## src/rtl/shoelace_pkg.sv

```systemverilog
`default_nettype none
`timescale 1ns/1ps
// ============================================================================
//  Module      : shoelace_pkg
//  Description : Shared definitions for the shoelace token sequencer:
//                FSM state encoding and default statistic/timeout sizing.
//  Ports       : none (package)
//  Revision    : 1.0 - initial release
// ============================================================================
package shoelace_pkg;

    // Sequencer states, explicitly 3 bits wide.
    typedef enum logic [2:0] {
        ST_IDLE   = 3'd0,
        ST_LAUNCH = 3'd1,
        ST_WAIT   = 3'd2,
        ST_GAP    = 3'd3,
        ST_DONE   = 3'd4
    } state_e;

    localparam int DEF_LAT_W   = 8;
    localparam int DEF_TIMEOUT = 200;
    localparam int TOK_W       = 16;

endpackage : shoelace_pkg
`default_nettype wire

```

## src/rtl/shoelace_sync.sv

```systemverilog
`default_nettype none
`timescale 1ns/1ps
// ============================================================================
//  Module      : shoelace_sync
//  Description : Multi-flop bit synchronizer for the asynchronous chain
//                output. Resets to a caller-chosen value so that a settled
//                chain reads as "quiet" immediately after reset.
//  Ports       : clk     - clock
//                rst     - synchronous active-high reset
//                async_i - asynchronous input bit
//                sync_o  - synchronized output (SYNC_STAGES cycles late)
//  Revision    : 1.0 - initial release
// ============================================================================
module shoelace_sync #(
    parameter int   SYNC_STAGES = 2,
    parameter logic RST_VAL     = 1'b0
) (
    input  logic clk,
    input  logic rst,
    input  logic async_i,
    output logic sync_o
);

    logic [SYNC_STAGES-1:0] ff_q;

    generate
        if (SYNC_STAGES == 1) begin : g_single
            always_ff @(posedge clk) begin
                if (rst) ff_q <= RST_VAL;
                else     ff_q <= async_i;
            end
        end else begin : g_chain
            always_ff @(posedge clk) begin
                if (rst) ff_q <= {SYNC_STAGES{RST_VAL}};
                else     ff_q <= {ff_q[SYNC_STAGES-2:0], async_i};
            end
        end
    endgenerate

    assign sync_o = ff_q[SYNC_STAGES-1];

endmodule : shoelace_sync
`default_nettype wire

```

## src/rtl/shoelace_sequencer.sv

```systemverilog
`default_nettype none
`timescale 1ns/1ps
// ============================================================================
//  Module      : shoelace_sequencer
//  Description : Launches one transition at a time into an external inverter
//                chain, waits for the matching edge at the chain output and
//                measures round-trip latency in clk cycles. Keeps last/min/max
//                latency and aborts on timeout or a non-quiescent chain.
//  Ports       : clk, rst            - clock, synchronous active-high reset
//                start, num_tokens   - run request (sampled in IDLE only)
//                chain_in/chain_out  - drive to / async return from chain
//                busy, done          - run in progress / end-of-run pulse
//                tok_count           - tokens completed this run
//                lat_last/min/max    - latency statistics
//                timeout_err         - sticky: output edge never arrived
//                quiet_err           - sticky: chain unsettled at launch
//  Revision    : 1.0 - initial release
// ============================================================================
module shoelace_sequencer
    import shoelace_pkg::*;
#(
    parameter int STAGES      = 5,
    parameter int LAT_W       = DEF_LAT_W,
    parameter int TIMEOUT     = DEF_TIMEOUT,
    parameter int GAP         = 2,
    parameter int SYNC_STAGES = 2
) (
    input  logic             clk,
    input  logic             rst,
    input  logic             start,
    input  logic [TOK_W-1:0] num_tokens,
    output logic             chain_in,
    input  logic             chain_out,
    output logic             busy,
    output logic             done,
    output logic [TOK_W-1:0] tok_count,
    output logic [LAT_W-1:0] lat_last,
    output logic [LAT_W-1:0] lat_min,
    output logic [LAT_W-1:0] lat_max,
    output logic             timeout_err,
    output logic             quiet_err
);

    // Odd stage count inverts, so the settled output is chain_in ^ INV.
    localparam logic             INV       = 1'((STAGES % 2) != 0);
    localparam logic [LAT_W-1:0] LAT_ONES  = '1;
    localparam logic [LAT_W-1:0] TIMEOUT_V = LAT_W'(TIMEOUT);
    localparam int               GAP_W     = (GAP > 1) ? $clog2(GAP) : 1;
    localparam logic [GAP_W-1:0] GAP_LAST  = GAP_W'((GAP > 0) ? GAP - 1 : 0);

    state_e             state_q,    state_d;
    logic               chain_in_q, chain_in_d;
    logic [TOK_W-1:0]   num_q,      num_d;
    logic [TOK_W-1:0]   tok_q,      tok_d;
    logic [LAT_W-1:0]   cnt_q,      cnt_d;
    logic [LAT_W-1:0]   last_q,     last_d;
    logic [LAT_W-1:0]   min_q,      min_d;
    logic [LAT_W-1:0]   max_q,      max_d;
    logic               tout_q,     tout_d;
    logic               quiet_q,    quiet_d;
    logic [GAP_W-1:0]   gap_q,      gap_d;

    logic               sout;
    logic               exp_lvl;
    logic [TOK_W-1:0]   tok_inc;

    shoelace_sync #(
        .SYNC_STAGES (SYNC_STAGES),
        .RST_VAL     (INV)
    ) u_sync (
        .clk     (clk),
        .rst     (rst),
        .async_i (chain_out),
        .sync_o  (sout)
    );

    // chain_in_q is already the post-launch value while in WAIT, so the same
    // expression serves both the quiescence check and the edge detection.
    assign exp_lvl = chain_in_q ^ INV;
    assign tok_inc = tok_q + TOK_W'(1);

    always_comb begin
        state_d    = state_q;
        chain_in_d = chain_in_q;
        num_d      = num_q;
        tok_d      = tok_q;
        cnt_d      = cnt_q;
        last_d     = last_q;
        min_d      = min_q;
        max_d      = max_q;
        tout_d     = tout_q;
        quiet_d    = quiet_q;
        gap_d      = gap_q;

        case (state_q)
            ST_IDLE: begin
                if (start) begin
                    num_d   = num_tokens;
                    tok_d   = '0;
                    last_d  = '0;
                    min_d   = LAT_ONES;
                    max_d   = '0;
                    tout_d  = 1'b0;
                    quiet_d = 1'b0;
                    state_d = (num_tokens == '0) ? ST_DONE : ST_LAUNCH;
                end
            end

            ST_LAUNCH: begin
                if (sout != exp_lvl) begin
                    // Chain still carrying a previous edge; abort untouched.
                    quiet_d = 1'b1;
                    state_d = ST_DONE;
                end else begin
                    chain_in_d = ~chain_in_q;
                    cnt_d      = LAT_W'(1);
                    state_d    = ST_WAIT;
                end
            end

            ST_WAIT: begin
                if (sout == exp_lvl) begin
                    last_d = cnt_q;
                    tok_d  = tok_inc;
                    if (tok_q == '0) begin
                        min_d = cnt_q;
                        max_d = cnt_q;
                    end else begin
                        if (cnt_q < min_q) min_d = cnt_q;
                        if (cnt_q > max_q) max_d = cnt_q;
                    end
                    gap_d = '0;
                    if (GAP == 0) begin
                        state_d = (tok_inc < num_q) ? ST_LAUNCH : ST_DONE;
                    end else begin
                        state_d = ST_GAP;
                    end
                end else if (cnt_q == TIMEOUT_V) begin
                    tout_d  = 1'b1;
                    state_d = ST_DONE;
                end else if (cnt_q != LAT_ONES) begin
                    cnt_d = cnt_q + LAT_W'(1);
                end
            end

            ST_GAP: begin
                if (gap_q == GAP_LAST) begin
                    state_d = (tok_q < num_q) ? ST_LAUNCH : ST_DONE;
                end else begin
                    gap_d = gap_q + GAP_W'(1);
                end
            end

            ST_DONE: begin
                state_d = ST_IDLE;
            end

            default: begin
                state_d = ST_IDLE;
            end
        endcase
    end

    always_ff @(posedge clk) begin
        if (rst) begin
            state_q    <= ST_IDLE;
            chain_in_q <= 1'b0;
            num_q      <= '0;
            tok_q      <= '0;
            cnt_q      <= '0;
            last_q     <= '0;
            min_q      <= LAT_ONES;
            max_q      <= '0;
            tout_q     <= 1'b0;
            quiet_q    <= 1'b0;
            gap_q      <= '0;
        end else begin
            state_q    <= state_d;
            chain_in_q <= chain_in_d;
            num_q      <= num_d;
            tok_q      <= tok_d;
            cnt_q      <= cnt_d;
            last_q     <= last_d;
            min_q      <= min_d;
            max_q      <= max_d;
            tout_q     <= tout_d;
            quiet_q    <= quiet_d;
            gap_q      <= gap_d;
        end
    end

    assign chain_in    = chain_in_q;
    assign busy        = (state_q != ST_IDLE);
    assign done        = (state_q == ST_DONE);
    assign tok_count   = tok_q;
    assign lat_last    = last_q;
    assign lat_min     = min_q;
    assign lat_max     = max_q;
    assign timeout_err = tout_q;
    assign quiet_err   = quiet_q;

endmodule : shoelace_sequencer
`default_nettype wire
```

## config.mk

```make
export PLATFORM = sky130hd
export DESIGN_NAME = shoelace_sequencer
export DESIGN_NICKNAME = d
export VERILOG_FILES = /design/src/rtl/shoelace_pkg.sv /design/src/rtl/shoelace_sync.sv /design/src/rtl/shoelace_sequencer.sv
export SDC_FILE = /design/constraint.sdc
export NUM_CORES = 1
export LEC_CHECK = 0
export CAP_MARGIN = 5
export CORE_UTILIZATION = 55
export CTS_BUF_LIST = sky130_fd_sc_hd__clkbuf_8
export DETAILED_ROUTE_END_ITERATION = 10
export GPL_ROUTABILITY_DRIVEN = 0
export HOLD_SLACK_MARGIN = 0.12
export PLACE_DENSITY = 0.92
export SETUP_SLACK_MARGIN = 0.2
export SYNTH_ARGS = -nofsm -noshare
export SYNTH_HDL_FRONTEND = slang
export SYNTH_SLANG_ARGS = --single-unit
```

## constraint.sdc

```tcl
create_clock -name clk -period 2.35 [get_ports clk]
set_input_delay 0.235 -clock clk [delete_from_list [all_inputs] [get_ports clk]]
set_output_delay 0.235 -clock clk [all_outputs]
set_load 0.01 [all_outputs]
```

; After elaboration in Yosys (flattened, before gate mapping)
; Index checks and enable logic that the tools add are counted.
[word_totals]
ff_bits = 73
input_bits = 20
output_inout_bits = 45
word_cells = 95
[op_classes]
addsub = 3
magnitude_cmp = 3
eq_ne = 20
mux = 37
bitwise_logic = 2
reduce_logical = 18
[op_table]
columns = op, count
row1 = $mux 8, 13
row2 = $pmux 8 s2, 4
row3 = $logic_not 16->1, 2
row4 = $mux 16, 2
row5 = $pmux 16 s2, 1
row6 = $mux 3, 7
row7 = $ne 2x2->1 const B, 9
row8 = $add 16x1->16 const B, 1
row9 = $lt 16x16->1, 1
row10 = $pmux 3 s4, 1
row11 = $reduce_and 4->1, 3
row12 = $ne 3x3->1 const B, 3
row13 = $reduce_and 3->1, 3
row14 = $add 8x1->8 const B, 1
row15 = $eq 8x8->1 const B, 1
row16 = $gt 8x8->1, 1
row17 = $lt 8x8->1, 1
row18 = $ne 8x8->1 const B, 1
row19 = $reduce_bool 2->1, 4
row20 = $eq 3x2->1 const B, 2
row21 = $mux 1, 6
row22 = $pmux 1 s2, 3
row23 = $reduce_and 2->1, 3
row24 = $reduce_and 5->1, 1
row25 = 8 further kinds, 9

; Logic depth before layout (Yosys ltp)
[logic_depth]
depth_word = 5
depth_mapped = 8
ltp_nobuf = 8

; By module
; A second synthesis with hierarchy kept.
[unflattened]
hier_cells = 464
area_unflattened_um2 = 3771.1
[modules_own_cells]
columns = module, n_inst, cells_each, area_per_inst_um2, seq_area_each_um2
row1 = shoelace_sequencer, 1, 460, 3718.6, 1421.4
row2 = shoelace_sync, 1, 4, 52.6, 40.0

; Worst setup path before layout
; No wires, ideal clock.
[synth_path]
path_type = reg2reg
startpoint = register max_q[3], in the netlist lat_max[3]
endpoint = register max_q[1], in the netlist lat_max[1]
setup_ns = 0.117
t_arrival_ns = 1.831
t_required_ns = 2.233
path_slack_ns = 0.402
stages_incl_launch_ff = 9
path_buffers = 0
period_less_slack_ns = 1.948
path_cell_list = dfxtp_1 inv_1 ha_1 and3_1 a221o_1 a21oi_1 o21a_1 nor4_4 a22o_1
[synth_between]
elab_chain_len = 3
[synth_rtl]
columns = item, line_no
row1 = "start, declared", shoelace_sequencer.sv:58  ; logic [LAT_W-1:0] max_q, max_d;
row2 = "start signal, assigned", shoelace_sequencer.sv:185  ; max_q <= max_d;
row3 = $gt 8x8->1, shoelace_sequencer.sv:130  ; if (cnt_q > max_q) max_d = cnt_q;
row4 = $ne 3x3->1 (no line), -
row5 = $reduce_and 4->1 (no line), -
; Every way passes these cells.
; A chain may end at the register's enable or synchronous reset.

; Worst setup path in the final report
[layout_path]
startpoint = register tok_q[1], in the netlist tok_count[1]
endpoint = register max_q[0], in the netlist lat_max[0]
[layout_between]
elab_chain_len = 4
elab_cells_between_ends = 6
cone_classes = eq/ne (1) / mux (3) / reduce/logical (2)
[layout_rtl]
columns = item, line_no
row1 = "start, declared", shoelace_sequencer.sv:54  ; logic [TOK_W-1:0] tok_q, tok_d;
row2 = "start signal, assigned", shoelace_sequencer.sv:181  ; tok_q <= tok_d;
row3 = $logic_not 16->1 *, shoelace_sequencer.sv:125  ; if (tok_q == '0) begin
row4 = $mux 8, shoelace_sequencer.sv:125
row5 = $mux 8, shoelace_sequencer.sv:122  ; if (sout == exp_lvl) begin
row6 = $pmux 8 s2, shoelace_sequencer.sv:95  ; case (state_q)
; Mark *: on every way between the ends. The rest lies on a longest branch, timed or not. The select of a mux whose other input is x is not followed.

==> reports/results.tsv <==
metric	value	unit
routed_wl	10800	µm
criticalPathCategory	reg -> reg	
setup_skew	8.66	ps
portBuffers	64	
maxCapViolations	0	
die_area	7370	µm²
antennaDiodeCount	0	
number_of_buffers_added_by_the_clock_tree_synthesis_step	9	
final_layout_size_suffix_gt1_share	12.0	%
max_freq	405	MHz
timing_hold_violations_final	0	
synth-edff-count	0	
timing_worst_slew_pin_value	781	ps
post_synth.cell_area_avg	8.21	µm²
ant_nets	0	
cp_slowest_stage_delay	640	ps
hpwl	7390	µm
x_dimension_of_the_die	85.9	µm
placed_cells_incl_taps	633	
crit_path_end_kind	flip-flop	
min-delay-path-class	in -> reg	
report.final.slew_viol_count	0	
cp_data_required_time	2650	ps
failed_checks	negative setup slack	
worst-path-max-fanout	6	
grt_start_max_net_pins	28	
crit_path_top_delay_cell	sky130_fd_sc_hd__nor4b_1	
grt_first_pass_wirelength	17100	µm
worst-r2r-cell-count	8	
layout_commonest_cell	sky130_fd_sc_hd__dfxtp_1	
drc_violation_total_after_the_first_tritonroute_iteration	202	
cts_num_sinks	73	
max-slew-margin-rel	47.2	%
clock_latency	370	ps
postSynthRegisterBits	73	
crit_chain	inv_1 > ha_1 > nor4b_1 > a31oi_2 > o21a_2 > buf_4 > or3_1 > a21oi_1	
area.growth.synth_to_final	29.4	%
holdBufCountCts	0	
synth-seq-area-share	37.8	%
syn-instance-count	471	
postSynth.asyncResetShare	0	%
floorplan.io_pins	65	
clk_pin_slew_worst_paths	80	ps
status	finished, violations left	
grt.overflow.total	0	
remaining_drc_errors	0	
setup_slack	-119	ps
synthesis.nets	525	
crit_buf_inv	2	
worst_path_dominant_cell_family	simple AND/OR/NAND/NOR gates	
stdcell_count	653	
crit_path_start_kind	flip-flop	
cts_tree	yes	
num_rows	30	
gr-usage-all-layers	29.9	%
layout_worst_path_cycle_share	105	%
post_drt_wl_per_cell	16.5	µm
clock-root-buffer	sky130_fd_sc_hd__clkbuf_8	
worstSetupPathDepth	8	
route.detailed.vias_per_inst	5.90	
setup_repair_after_global_routing_missed_its_margin	yes	
fp.coreArea	6790	µm²
number_of_antenna_violations_at_the_first_check_in_global_routing	0	
yosys_most_used_dff	sky130_fd_sc_hd__dfxtp_1	
chipHeight	85.9	µm
fin_setup_tns	-567	ps
nFillCells	523	
cellLeakagePower	2.05	nW
num-nets-final	606	
layout_min_cycle_time	2470	ps
ir_worst_vdd	0.475	mV
most-common-layout-cells	65 x sky130_fd_sc_hd__dfxtp_1, 63 x sky130_fd_sc_hd__clkdlybuf4s50_1, 62 x sky130_fd_sc_hd__nand2_1, 48 x sky130_fd_sc_hd__nor2_1, 39 x sky130_fd_sc_hd__a21oi_1	
initial_core_util	56.9	%
ctsLongestPathBuffers	2	
timing.hold.worst_path_depth	2	
placement.setup.worst_slack	48.7	ps
yosys_warnings	0	
via_count	3852	
worst_ep_arrival_time	2770	ps
drt-pass1-iter-count	5	
yosysUniqueCellTypes	50	
finalSetupViolCount	8	
post_synth_instance_area	3870	µm²
first_global_vias	3754	
postLayoutCoreUtil	73.7	%
htree_levels	3	
power_density	620	nW/µm²
[routing by layer]
metal | track usage [%] | wire, µm | share of wire (%)
met1 | 32.7 | 4090 | 38
met2 | 53.6 | 5580 | 52
met3 | 6.35 | 672 | 6.2
met4 | 17.0 | 445 | 4.1
met5 | 0 | 0 | 0
[stage by stage]
| step | hold WS [ps] | instance area (µm²) | power, mW |
|---|---|---|---|
| 3_5_place_dp | 410 | 4700 | 2.04 |
| 3_3_place_gp | 399 | 4700 | 2.00 |
| 4_1_cts | 150 | 4940 | 3.07 |
| 6_report | 167 | 5000 | 3.10 |
| 2_1_floorplan | 339 | 3870 | 1.80 |
| 5_1_grt | 179 | 5000 | 3.24 |
[power by group]
group | total, mW | internal, mW | leakage (nW) | switching [mW]
combinational | 0.700 | 0.288 | 1.34 | 0.412
sequential | 1.35 | 1.30 | 0.596 | 0.0537
clock | 1.05 | 0.569 | 0.115 | 0.479
total | 3.10 | 2.16 | 2.05 | 0.945
[state kept, by name, indices dropped and copies added (netlist names)]
name         cells
tok_count       16
lat_max          8
state_q          3
u_sync.ff_q      2
chain_in         1
quiet_err        1
cnt_q            8
num_q           16
gap_q            1
timeout_err      1
lat_last         8
lat_min          8
[area by class of cell]
| type | instances | area, µm² | share of cell area (%) |
|---|---|---|---|
| multi-input combinational | 343 | 2240 | 44.8 |
| clock buffer | 12 | 165 | 3.30 |
| clock inverter | 4 | 42.5 | 0.850 |
| tap | 96 | 120 | 2.40 |
| sequential | 73 | 1470 | 29.4 |
| timing repair buffer | 89 | 827 | 16.5 |
| inverter | 36 | 135 | 2.70 |
[final timing paths]
| check | from | slack, ps | end |
|---|---|---|---|
| setup / recovery | tok_count[1] | -120 | lat_max[0] |
| hold / removal | rst | 170 | tok_count[1] |
| setup reg to reg | tok_count[1] | -120 | lat_max[0] |
| hold reg to reg | u_sync.ff_q[0] | 420 | u_sync.ff_q[1] |
[synthesized netlist by cell type, types with 2 or more instances]
master                      number  share of area (%)
sky130_fd_sc_hd__nor3_1         18                2.3
sky130_fd_sc_hd__nor3b_1         2               0.39
sky130_fd_sc_hd__xnor2_1         6                1.4
sky130_fd_sc_hd__and4_1          3               0.68
sky130_fd_sc_hd__nand4_1         7                1.1
sky130_fd_sc_hd__nand2b_1        4               0.65
sky130_fd_sc_hd__or3_1           3               0.49
sky130_fd_sc_hd__o21a_1          2               0.39
sky130_fd_sc_hd__or2_2           2               0.32
sky130_fd_sc_hd__a21o_1          2               0.39
sky130_fd_sc_hd__a21oi_1        40                5.2
sky130_fd_sc_hd__inv_1          36                3.5
sky130_fd_sc_hd__and3_1          8                1.3
sky130_fd_sc_hd__xor2_1         14                3.2
sky130_fd_sc_hd__and2_1          2               0.32
sky130_fd_sc_hd__dfxtp_1        73                 38
sky130_fd_sc_hd__a22o_1          7                1.6
sky130_fd_sc_hd__ha_1           34                 11
sky130_fd_sc_hd__nand2_1        63                6.1
sky130_fd_sc_hd__nand3_1        21                2.7
sky130_fd_sc_hd__mux2i_1         9                2.3
sky130_fd_sc_hd__nor2_1         48                4.7
sky130_fd_sc_hd__clkbuf_1       17                1.6
sky130_fd_sc_hd__o21ba_2         2               0.52
sky130_fd_sc_hd__buf_4           2               0.39
sky130_fd_sc_hd__nor4b_1         2               0.45
sky130_fd_sc_hd__a2111oi_0       2               0.45
sky130_fd_sc_hd__nor4_1          6               0.97
sky130_fd_sc_hd__o21ai_0        14                1.8
sky130_fd_sc_hd__a211oi_1        2               0.39
[logic make-up after synthesis]
| kind of cell | count (synthesis) | synth area share, % |
|---|---|---|
| compound gates | 83 | 14.1 |
| xor+xnor | 20 | 4.53 |
| fa+ha+maj | 34 | 11.0 |
| buf+inv | 56 | 5.66 |
| flops | 73 | 37.8 |
| mux | 9 | 2.33 |
| simple gates | 196 | 24.6 |
[timing repair]
item	4_1_cts	5_1_grt
cloned	0	1
resized for setup	5	14
endpoints found under the setup margin	3	20
pin swaps	3	6
hold endpoints to repair	0	0
buffers inserted	2	1
No activity file was read; power rests on OpenSTA's default activity.
